[src/rtl/hex_updown_display.sv]
// Up/down N-digit hex counter driven by two debounced push-buttons, shown on a scanned 7-segment display.
// Optional press-and-hold auto-repeat is enabled by defining HEXDISP_AUTOREPEAT_EN.

module hex_updown_btn #(
  parameter int DEBOUNCE_BITS = 16,
  parameter int REPEAT_DELAY  = 6000000,
  parameter int REPEAT_RATE   = 1200000
) (
  input  logic clk,
  input  logic reset,
  input  logic btn_n,
  output logic evt
);
  logic                     sync1, sync2;
  logic                     db;
  logic [DEBOUNCE_BITS-1:0] cnt;
  logic                     mismatch, full, db_rise;

  assign mismatch = (~sync2) != db;
  assign full     = &cnt;
  assign db_rise  = mismatch & full & ~db;

  // Synchronisers reset to the released (high) level so no press is seen out of reset.
  always_ff @(posedge clk or posedge reset) begin
    if (reset) begin
      sync1 <= 1'b1;
      sync2 <= 1'b1;
      db    <= 1'b0;
      cnt   <= '0;
    end else begin
      sync1 <= btn_n;
      sync2 <= sync1;
      if (!mismatch) begin
        cnt <= '0;
      end else if (full) begin
        cnt <= '0;
        db  <= ~db;
      end else begin
        cnt <= cnt + DEBOUNCE_BITS'(1);
      end
    end
  end

`ifdef HEXDISP_AUTOREPEAT_EN
  localparam int TMAX = (REPEAT_DELAY > REPEAT_RATE) ? REPEAT_DELAY : REPEAT_RATE;
  localparam int TW   = $clog2(TMAX + 1);

  typedef enum logic [1:0] {IDLE, DELAY, REPEAT} rep_state_t;
  rep_state_t    state;
  logic [TW-1:0] tmr;
  logic          db_fall;

  assign db_fall = mismatch & full & db;

  always_ff @(posedge clk or posedge reset) begin
    if (reset) begin
      state <= IDLE;
      tmr   <= '0;
      evt   <= 1'b0;
    end else begin
      evt <= db_rise;
      case (state)
        IDLE: begin
          if (db_rise) begin
            state <= DELAY;
            tmr   <= TW'(REPEAT_DELAY - 1);
          end
        end
        DELAY: begin
          if (db_fall) begin
            state <= IDLE;
          end else if (tmr == '0) begin
            state <= REPEAT;
            tmr   <= TW'(REPEAT_RATE - 1);
            evt   <= 1'b1;
          end else begin
            tmr <= tmr - TW'(1);
          end
        end
        REPEAT: begin
          if (db_fall) begin
            state <= IDLE;
          end else if (tmr == '0) begin
            tmr <= TW'(REPEAT_RATE - 1);
            evt <= 1'b1;
          end else begin
            tmr <= tmr - TW'(1);
          end
        end
        default: state <= IDLE;
      endcase
    end
  end
`else
  logic unused_repeat_cfg;
  assign unused_repeat_cfg = (REPEAT_DELAY > REPEAT_RATE);

  always_ff @(posedge clk or posedge reset) begin
    if (reset) evt <= 1'b0;
    else       evt <= db_rise;
  end
`endif
endmodule

module hex_updown_display #(
  parameter int DIGITS        = 2,
  parameter int DEBOUNCE_BITS = 16,
  parameter int SCAN_BITS     = 10,
  parameter int REPEAT_DELAY  = 6000000,
  parameter int REPEAT_RATE   = 1200000
) (
  input  logic                  clk,
  input  logic                  reset,
  input  logic                  btn_up_n,
  input  logic                  btn_down_n,
  output logic [6:0]            seg,
  output logic [DIGITS-1:0]     digit_sel,
  output logic [4*DIGITS-1:0]   value,
  output logic                  step
);
  localparam int VW = 4 * DIGITS;
  localparam int IW = (DIGITS > 1) ? $clog2(DIGITS) : 1;

  logic                 ev_up, ev_dn, step_pend;
  logic [SCAN_BITS-1:0] pre;
  logic [IW-1:0]        idx;
  logic [3:0]           nib;

  hex_updown_btn #(.DEBOUNCE_BITS(DEBOUNCE_BITS), .REPEAT_DELAY(REPEAT_DELAY), .REPEAT_RATE(REPEAT_RATE))
    u_btn_up (.clk(clk), .reset(reset), .btn_n(btn_up_n), .evt(ev_up));
  hex_updown_btn #(.DEBOUNCE_BITS(DEBOUNCE_BITS), .REPEAT_DELAY(REPEAT_DELAY), .REPEAT_RATE(REPEAT_RATE))
    u_btn_dn (.clk(clk), .reset(reset), .btn_n(btn_down_n), .evt(ev_dn));

  function automatic logic [6:0] hex7(input logic [3:0] n);
    case (n)
      4'h0: hex7 = 7'h3F;  4'h1: hex7 = 7'h06;  4'h2: hex7 = 7'h5B;  4'h3: hex7 = 7'h4F;
      4'h4: hex7 = 7'h66;  4'h5: hex7 = 7'h6D;  4'h6: hex7 = 7'h7D;  4'h7: hex7 = 7'h07;
      4'h8: hex7 = 7'h7F;  4'h9: hex7 = 7'h6F;  4'hA: hex7 = 7'h77;  4'hB: hex7 = 7'h7C;
      4'hC: hex7 = 7'h39;  4'hD: hex7 = 7'h5E;  4'hE: hex7 = 7'h79;  default: hex7 = 7'h71;
    endcase
  endfunction

  // Simultaneous up and down events cancel; step lags the value change by one cycle.
  always_ff @(posedge clk or posedge reset) begin
    if (reset) begin
      value     <= '0;
      step_pend <= 1'b0;
      step      <= 1'b0;
    end else begin
      step_pend <= 1'b0;
      step      <= step_pend;
      if (ev_up ^ ev_dn) begin
        value     <= ev_up ? value + VW'(1) : value - VW'(1);
        step_pend <= 1'b1;
      end
    end
  end

  assign nib = value[{idx, 2'b00} +: 4];

  always_ff @(posedge clk or posedge reset) begin
    if (reset) begin
      pre       <= '0;
      idx       <= '0;
      digit_sel <= DIGITS'(1);
      seg       <= 7'h3F;
    end else begin
      pre <= pre + SCAN_BITS'(1);
      if (&pre) idx <= (idx == IW'(DIGITS - 1)) ? '0 : idx + IW'(1);
      digit_sel <= DIGITS'(1) << idx;
      seg       <= hex7(nib);
    end
  end
endmodule

[config.mk]
export PLATFORM = sky130hd
export DESIGN_NAME = hex_updown_display
export DESIGN_NICKNAME = d
export VERILOG_FILES = /design/src/rtl/hex_updown_display.sv
export SDC_FILE = /design/constraint.sdc
export NUM_CORES = 1
export LEC_CHECK = 0
export ABC_CLOCK_PERIOD_IN_PS = 1900
export BUFFER_PORTS_ARGS = -buffer_cell sky130_fd_sc_hd__buf_2
export CORE_MARGIN = 8
export CORE_UTILIZATION = 54
export CTS_CLUSTER_SIZE = 12
export DETAILED_ROUTE_END_ITERATION = 10
export GPL_TIMING_DRIVEN = 0
export PLACE_DENSITY = 0.86
export SLEW_MARGIN = 20
export SYNTH_ARGS = -nofsm -noshare
export SYNTH_HDL_FRONTEND = slang
export SYNTH_HIERARCHICAL = 1
export SYNTH_SLANG_ARGS = --single-unit
[constraint.sdc]
create_clock -name clk -period 1.9 [get_ports clk]
set_input_delay 0.475 -clock clk [delete_from_list [all_inputs] [get_ports clk]]
set_output_delay 0.475 -clock clk [all_outputs]
set_load 0.02 [all_outputs]
# --- Word level (Yosys, flattened, before mapping) ---
# Memory sizes are Yosys's and may differ from the RTL's. A register that Yosys moved wholly into a read port is not among the register bits.
# Index checks and enable logic that the tools add are counted.
word_totals:
  reg_bits: 63
  latchBits: 0
  ram_bits: 0
  mem_bits_ro: 112
  inputBits: 4
  output_inout_bits: 18
  elab_cells: 48
  memories: 1
op_classes:
  add_sub_neg: 6
  mul: 0
  div: 0
  order_cmp: 0
  n_eq_ne: 2
  shifts: 2
  muxes: 7
  bitwise: 9
  reduce_logical: 5
memory_table:
  columns: ["memory", "words", "width", "rd", "rd_ports_with_merged_regs", "wr", "line_no", "rtl"]
  rows:
  - ["(name not given)", 16, 7, 1, 1, 0, "135", "case (n)"]
ops:
  columns: ["op", "n"]
  rows:
  - ["16-bit 2-to-1 mux", 4]
  - ["17-bit AND reduction", 2]
  - ["16-bit by 1-bit adder with 16-bit output, second input constant", 2]
  - ["16-bit AND reduction", 2]
  - ["10-bit by 1-bit adder with 10-bit output, second input constant", 1]
  - ["10-bit AND reduction", 1]
  - ["8-bit by 1-bit adder with 8-bit output, second input constant", 1]
  - ["8-bit 2-to-1 mux", 1]
  - ["8-bit by 4-bit indexed part select with 4-bit output", 1]
  - ["8-bit by 1-bit subtractor with 8-bit output, second input constant", 1]
  - ["1-bit AND", 4]
  - ["1-bit inverter", 4]
  - ["1-bit 2-to-1 mux", 2]
  - ["1-bit inequality test", 2]
  - ["1-bit by 1-bit left shift with 2-bit output, first input constant", 1]
  - ["1-bit adder, second input constant", 1]
  - ["1-bit bitwise XOR", 1]

# --- Longest topological paths before layout ---
logic_depth:
  word_depth: 4
  ltp_mapped: 8

# --- Hierarchy ---
# The synthesis kept the hierarchy.
by_module_without_submodules:
  columns: ["module", "instances", "cells_per_inst", "area_each_um2", "seq_area_each_um2"]
  rows:
  - ["hex_updown_btn", 2, 85, 922.1, 503.0]
  - ["hex_updown_display", 1, 147, 1599.0, 759.5]

# --- Worst setup path after synthesis ---
# OpenSTA, ideal clock, no wires.
synth_timing:
  path_type: "flip-flop to flip-flop"
  from: "reg u_btn_up.evt"
  to: "reg value[7]"
  t_arrival_ns: 1.777
  t_required_ns: 1.820
  setup_slack_ns: 0.044
  path_stages_with_launch: 8
  path_buffers: 0
  period_less_slack_ns: 1.856
  cell_sequence: "dfrtp_1 -> inv_1 -> ha_1 -> a21o_1 -> a21oi_2 -> or3b_1 -> o211ai_2 -> xor2_1"
synth_via:
  elab_chain_cells: 1
  elab_cells_between_ends: 2
  cone_classes: "mux: 1; bitwise: 1"
synth_rtl:
  columns: ["item", "line_no", "rtl"]
  rows:
  - ["start, declared", "12", "output logic evt"]
  - ["start signal, assigned", "100", "else evt <= db_rise;"]
  - ["8-bit 2-to-1 mux or 1-bit bitwise XOR (tied branches)", "153, 152", null]
  - ["end signal, assigned", "153", "value <= ev_up ? value + VW'(1) : value - VW'(1);"]
  - ["end, declared", "118", "output logic [4*DIGITS-1:0] value,"]
# Parallel ways exist; a longest one is shown, timed or not.
# A chain may end at the register's enable or synchronous reset.

# --- Worst setup path in the final report ---
# Ends and elaborated chain as after synthesis.

==> run_results.csv <==
group,metric,value,unit
outcome,status,"completed",
detailed_routing,detail-route-antenna-nets,0,
final_layout,antenna-diode-count,0,
setup_path,path_cells,"inv_4 -> ha_4 -> a21o_1 -> a21oi_2 -> or3b_4 -> o211ai_2 -> xor2_1",
power,total_switching_power,0.5809,mW
global_routing,grt_antenna_before_repair,0,
setup_path,req_time_crit_path,2160,ps
placement,dp_hpwl,4267,um
floorplan,dieArea,0.009187,mm^2
clock_tree,path_clk_slew,70,ps
floorplan,io_pins,22,
sta,final_hold_violation_count,0,
setup_path,timing.critical_path.from_type,"flop",
global_routing,grt.overflow.total,0,
floorplan,die_height,95.85,um
placement,placedInstanceArea,0.003645,mm^2
synth,synth_cell_types,43,
synth,post_synthesis_sequential_area_ratio,51.27,%
clock_tree,cts.htree.levels,3,
flow_run,timing.max_cap.violations,0,
global_routing,grt_first_pass_wirelength,10540,um
setup_path,critPathKind,"flop to flop",
power,cellPowerDensity,677.4,mW/mm^2
detailed_routing,drt_iter0_markers,64,
floorplan,floorplan.rows,29,
floorplan,coreArea,0.006241,mm^2
clock_tree,insertion_delay,340,ps
clock_tree,tritoncts.num_buffers,9,
synth,synth-seq-cells,70,
sta,clock.fmax,537.5,MHz
final_layout,multi_input_area,0.001638,mm^2
detailed_routing,drc,0,
detailed_routing,route.detailed.wl_per_inst,14.47,um
floorplan,initial_cell_density_of_the_core,55.17,%
detailed_routing,routed-via-count,2355,
final_layout,layout.cells.most_common,"sky130_fd_sc_hd__dfrtp_1",
final_layout,n_fill_cell,477,
clock_tree,ctsRootBufferMaster,"sky130_fd_sc_hd__clkbuf_8",
power,cell_leakage_power,1.797,nW
detailed_routing,routed_wl,6354,um
power,pwr-share-seq,56.5,%
placement,place.port_buffers,21,
sta,max-slew-margin-rel,50.57,%
final_layout,drive_gt1_share,23.20,%
global_routing,first_global_vias,2431,
final_layout,final_core_utilization,63.67,%
power,cell_internal_pwr,2.111,mW
clock_tree,cts_tree,"built",
min_path,hold_path_class,"primary input to flop",
power,post-layout-total-power,2.692,mW
synth,mappedNetlistArea,0.003443,mm^2
synth,yosysWarningCount,6,
setup_path,critical_path.slowest_cell,"sky130_fd_sc_hd__dfrtp_1",
placement,cell_count_after_placement,415,
global_routing,groute.usage.overall,14.70,%
final_layout,fin_area,0.003974,mm^2
power,comb_power_share,2.6,%
synth,syn-instance-count,317,
sta,finalClockSkew,6.957,ps
clock_tree,cts-root-to-sink-buffers,2,
sta,worstMarginPinSlew,740.7,ps
setup_path,worst_setup_path_end_kind,"flop",
setup_path,worst_path_largest_cell_delay,420,ps
floorplan,fp.dieW,95.85,um
power,power.share.clock,40.8,%
synth,syn_area_per_cell,10.86,um^2
setup_path,timing.reg2reg.setup_slack,40,ps
clock_tree,cts-hold-fix-buffers,0,
final_layout,syn_to_final_growth,15.41,%
synth,mappedNetlistNets,338,
detailed_routing,route.detailed.vias_per_inst,5.364,
placement,finalWeightedCongestion,0.9013,
power,power.ir.vdd_worst,0.0004527,V
power,net_switching_share_of_the_total_power,21.58,%
setup_path,worst_ep_arrival_time,2120,ps
sta,period_minus_slack,1860,ps
setup_path,critical_path.max_fanout,6,
detailed_routing,firstDrtPassIters,6,
final_layout,most-common-layout-cells,"sky130_fd_sc_hd__dfrtp_1, sky130_fd_sc_hd__nor2_1, sky130_fd_sc_hd__xnor2_1",
sta,setup_viol_count_final,0,
global_routing,pin_count_of_the_biggest_net_entering_global_routing,31,
final_layout,final_cells,439,
sta,finalMaxSlewViolations,0,
final_layout,final-seq-area,0.001765,mm^2
clock_tree,clock_sink_count,70,
sta,period_share,97.91,%
final_layout,final_nets,378,
-- area by class of cell --
class | count | area share (%)
flip-flops and latches | 70 | 44.43
multi-input cells | 221 | 41.22
clock buffers | 15 | 4.440
repair buffers | 29 | 4.251
well taps | 77 | 2.424
inverters | 22 | 2.141
plain buffers | 4 | 0.9761
clock inverters | 1 | 0.1259
-- sequential cells by signal (all words and copies together) (netlist names) --
signal / flops
u_btn_up/db: 1
step: 1
u_btn_dn/db: 1
u_btn_dn/sync1: 1
idx: 1
seg: 7
u_btn_dn/evt: 1
u_btn_dn/cnt: 16
step_pend: 1
digit_sel: 2
value: 8
pre: 10
u_btn_up/cnt: 16
u_btn_up/evt: 1
u_btn_up/sync1: 1
u_btn_dn/sync2: 1
u_btn_up/sync2: 1
-- metal layers --
| layer | track usage [%] | vias to the layer above | routed length, um |
|---|---|---|---|
| met4 | 7.298 | 0 | 164 |
| met5 | 0 | - | 0 |
| li1 | - | 1148 | - |
| met1 | 16.15 | 1156 | 2660 |
| met2 | 25.49 | 36 | 3281 |
| met3 | 4.212 | 15 | 248 |
-- critical path: cells and delay by family, from the launching register on --
kind / cells / cell delay (ps)
adders and majority gates: 1 / 230
DFF: 1 / 420
and+or+nand+nor: 1 / 400
xor gates and xnor gates: 1 / 160
AOI/OAI and AO/OA: 3 / 450
buffers and inverters: 1 / 130
-- per-stage QoR --
| step | setup WS [ps] | TNS, ps | hold WS (ps) |
|---|---|---|---|
| 2_1_floorplan | 43.58 | 0 | 331.2 |
| 3_3_place_gp | -84.59 | -145.9 | 346.4 |
| 3_5_place_dp | -183.0 | -356.0 | 347.8 |
| 4_1_cts | -0.3191 | -0.3191 | 214.5 |
| 5_1_grt | -39.40 | -39.40 | 205.8 |
| 6_report | 39.70 | 0 | 229.3 |
-- power by group through the flow --
stage | Combinational [mW] | Sequential (mW) | Clock, mW
after global placement | 0.0713 | 1.55 | 0
final | 0.0712 | 1.52 | 1.10
after CTS | 0.0748 | 1.52 | 1.14
after floorplan | 0.0553 | 1.55 | 0
after global routing | 0.0832 | 1.52 | 1.21
after detailed placement | 0.0742 | 1.55 | 0
-- kinds of logic after synthesis --
group | count (synthesis) | synth area share, %
mux | 10 | 3.488
buf+inv | 26 | 3.416
flops | 70 | 51.27
simple gates | 119 | 17.88
fa+ha+maj | 17 | 6.395
compound gates | 30 | 6.105
xor+xnor | 45 | 11.45
-- path summary, 6_finish.rpt --
kind | startpoint | to | depth (start not counted)
max | u_btn_up/evt | value[7] | 7
min | btn_up_n | u_btn_up/sync1 | 1
max reg2reg | u_btn_up/evt | value[7] | 7
min reg2reg | u_btn_dn/sync1 | u_btn_dn/sync2 | 0
max in group asynchronous | reset | u_btn_dn/cnt[15] | 2
min in group asynchronous | reset | step | 2
-- synth_stat cells (all sizes together) --
cell | count | area (um^2)
a22o | 1 | 8.760
o22a | 1 | 8.760
a21o | 1 | 7.510
dfstp | 11 | 289.0
o311ai | 1 | 8.760
o31ai | 1 | 7.510
buf | 4 | 35.03
a31o | 2 | 35.03
ha | 16 | 200.2
nor3b | 1 | 7.510
mux2i | 6 | 63.81
mux2 | 3 | 33.78
or3b | 1 | 8.760
a22oi | 1 | 7.510
nand3 | 17 | 95.09
nor2 | 50 | 187.7
o211ai | 1 | 12.51
a211oi | 1 | 7.510
o21bai | 1 | 7.510
and2 | 1 | 6.260
a21oi | 14 | 73.82
and3 | 2 | 12.51
nand4 | 8 | 80.08
nand3b | 1 | 7.510
nor3 | 10 | 50.05
o21ai | 5 | 25.02
nand4b | 1 | 8.760
mux4 | 1 | 22.52
nand2 | 20 | 75.07
inv | 22 | 82.58
dfrtp | 59 | 1476
xor2 | 7 | 61.31
nor4 | 6 | 67.56
xnor2 | 38 | 332.8
fa | 1 | 20.02
and2b | 1 | 8.760
-- what timing repair did --
item / in CTS / in global routing
gates resized for setup: 7 / 10
endpoints found under the setup margin: 3 / 3
setup buffers: 2 / 6
pin swaps: 0 / 5
No activity file was read; power rests on OpenSTA's default activity.
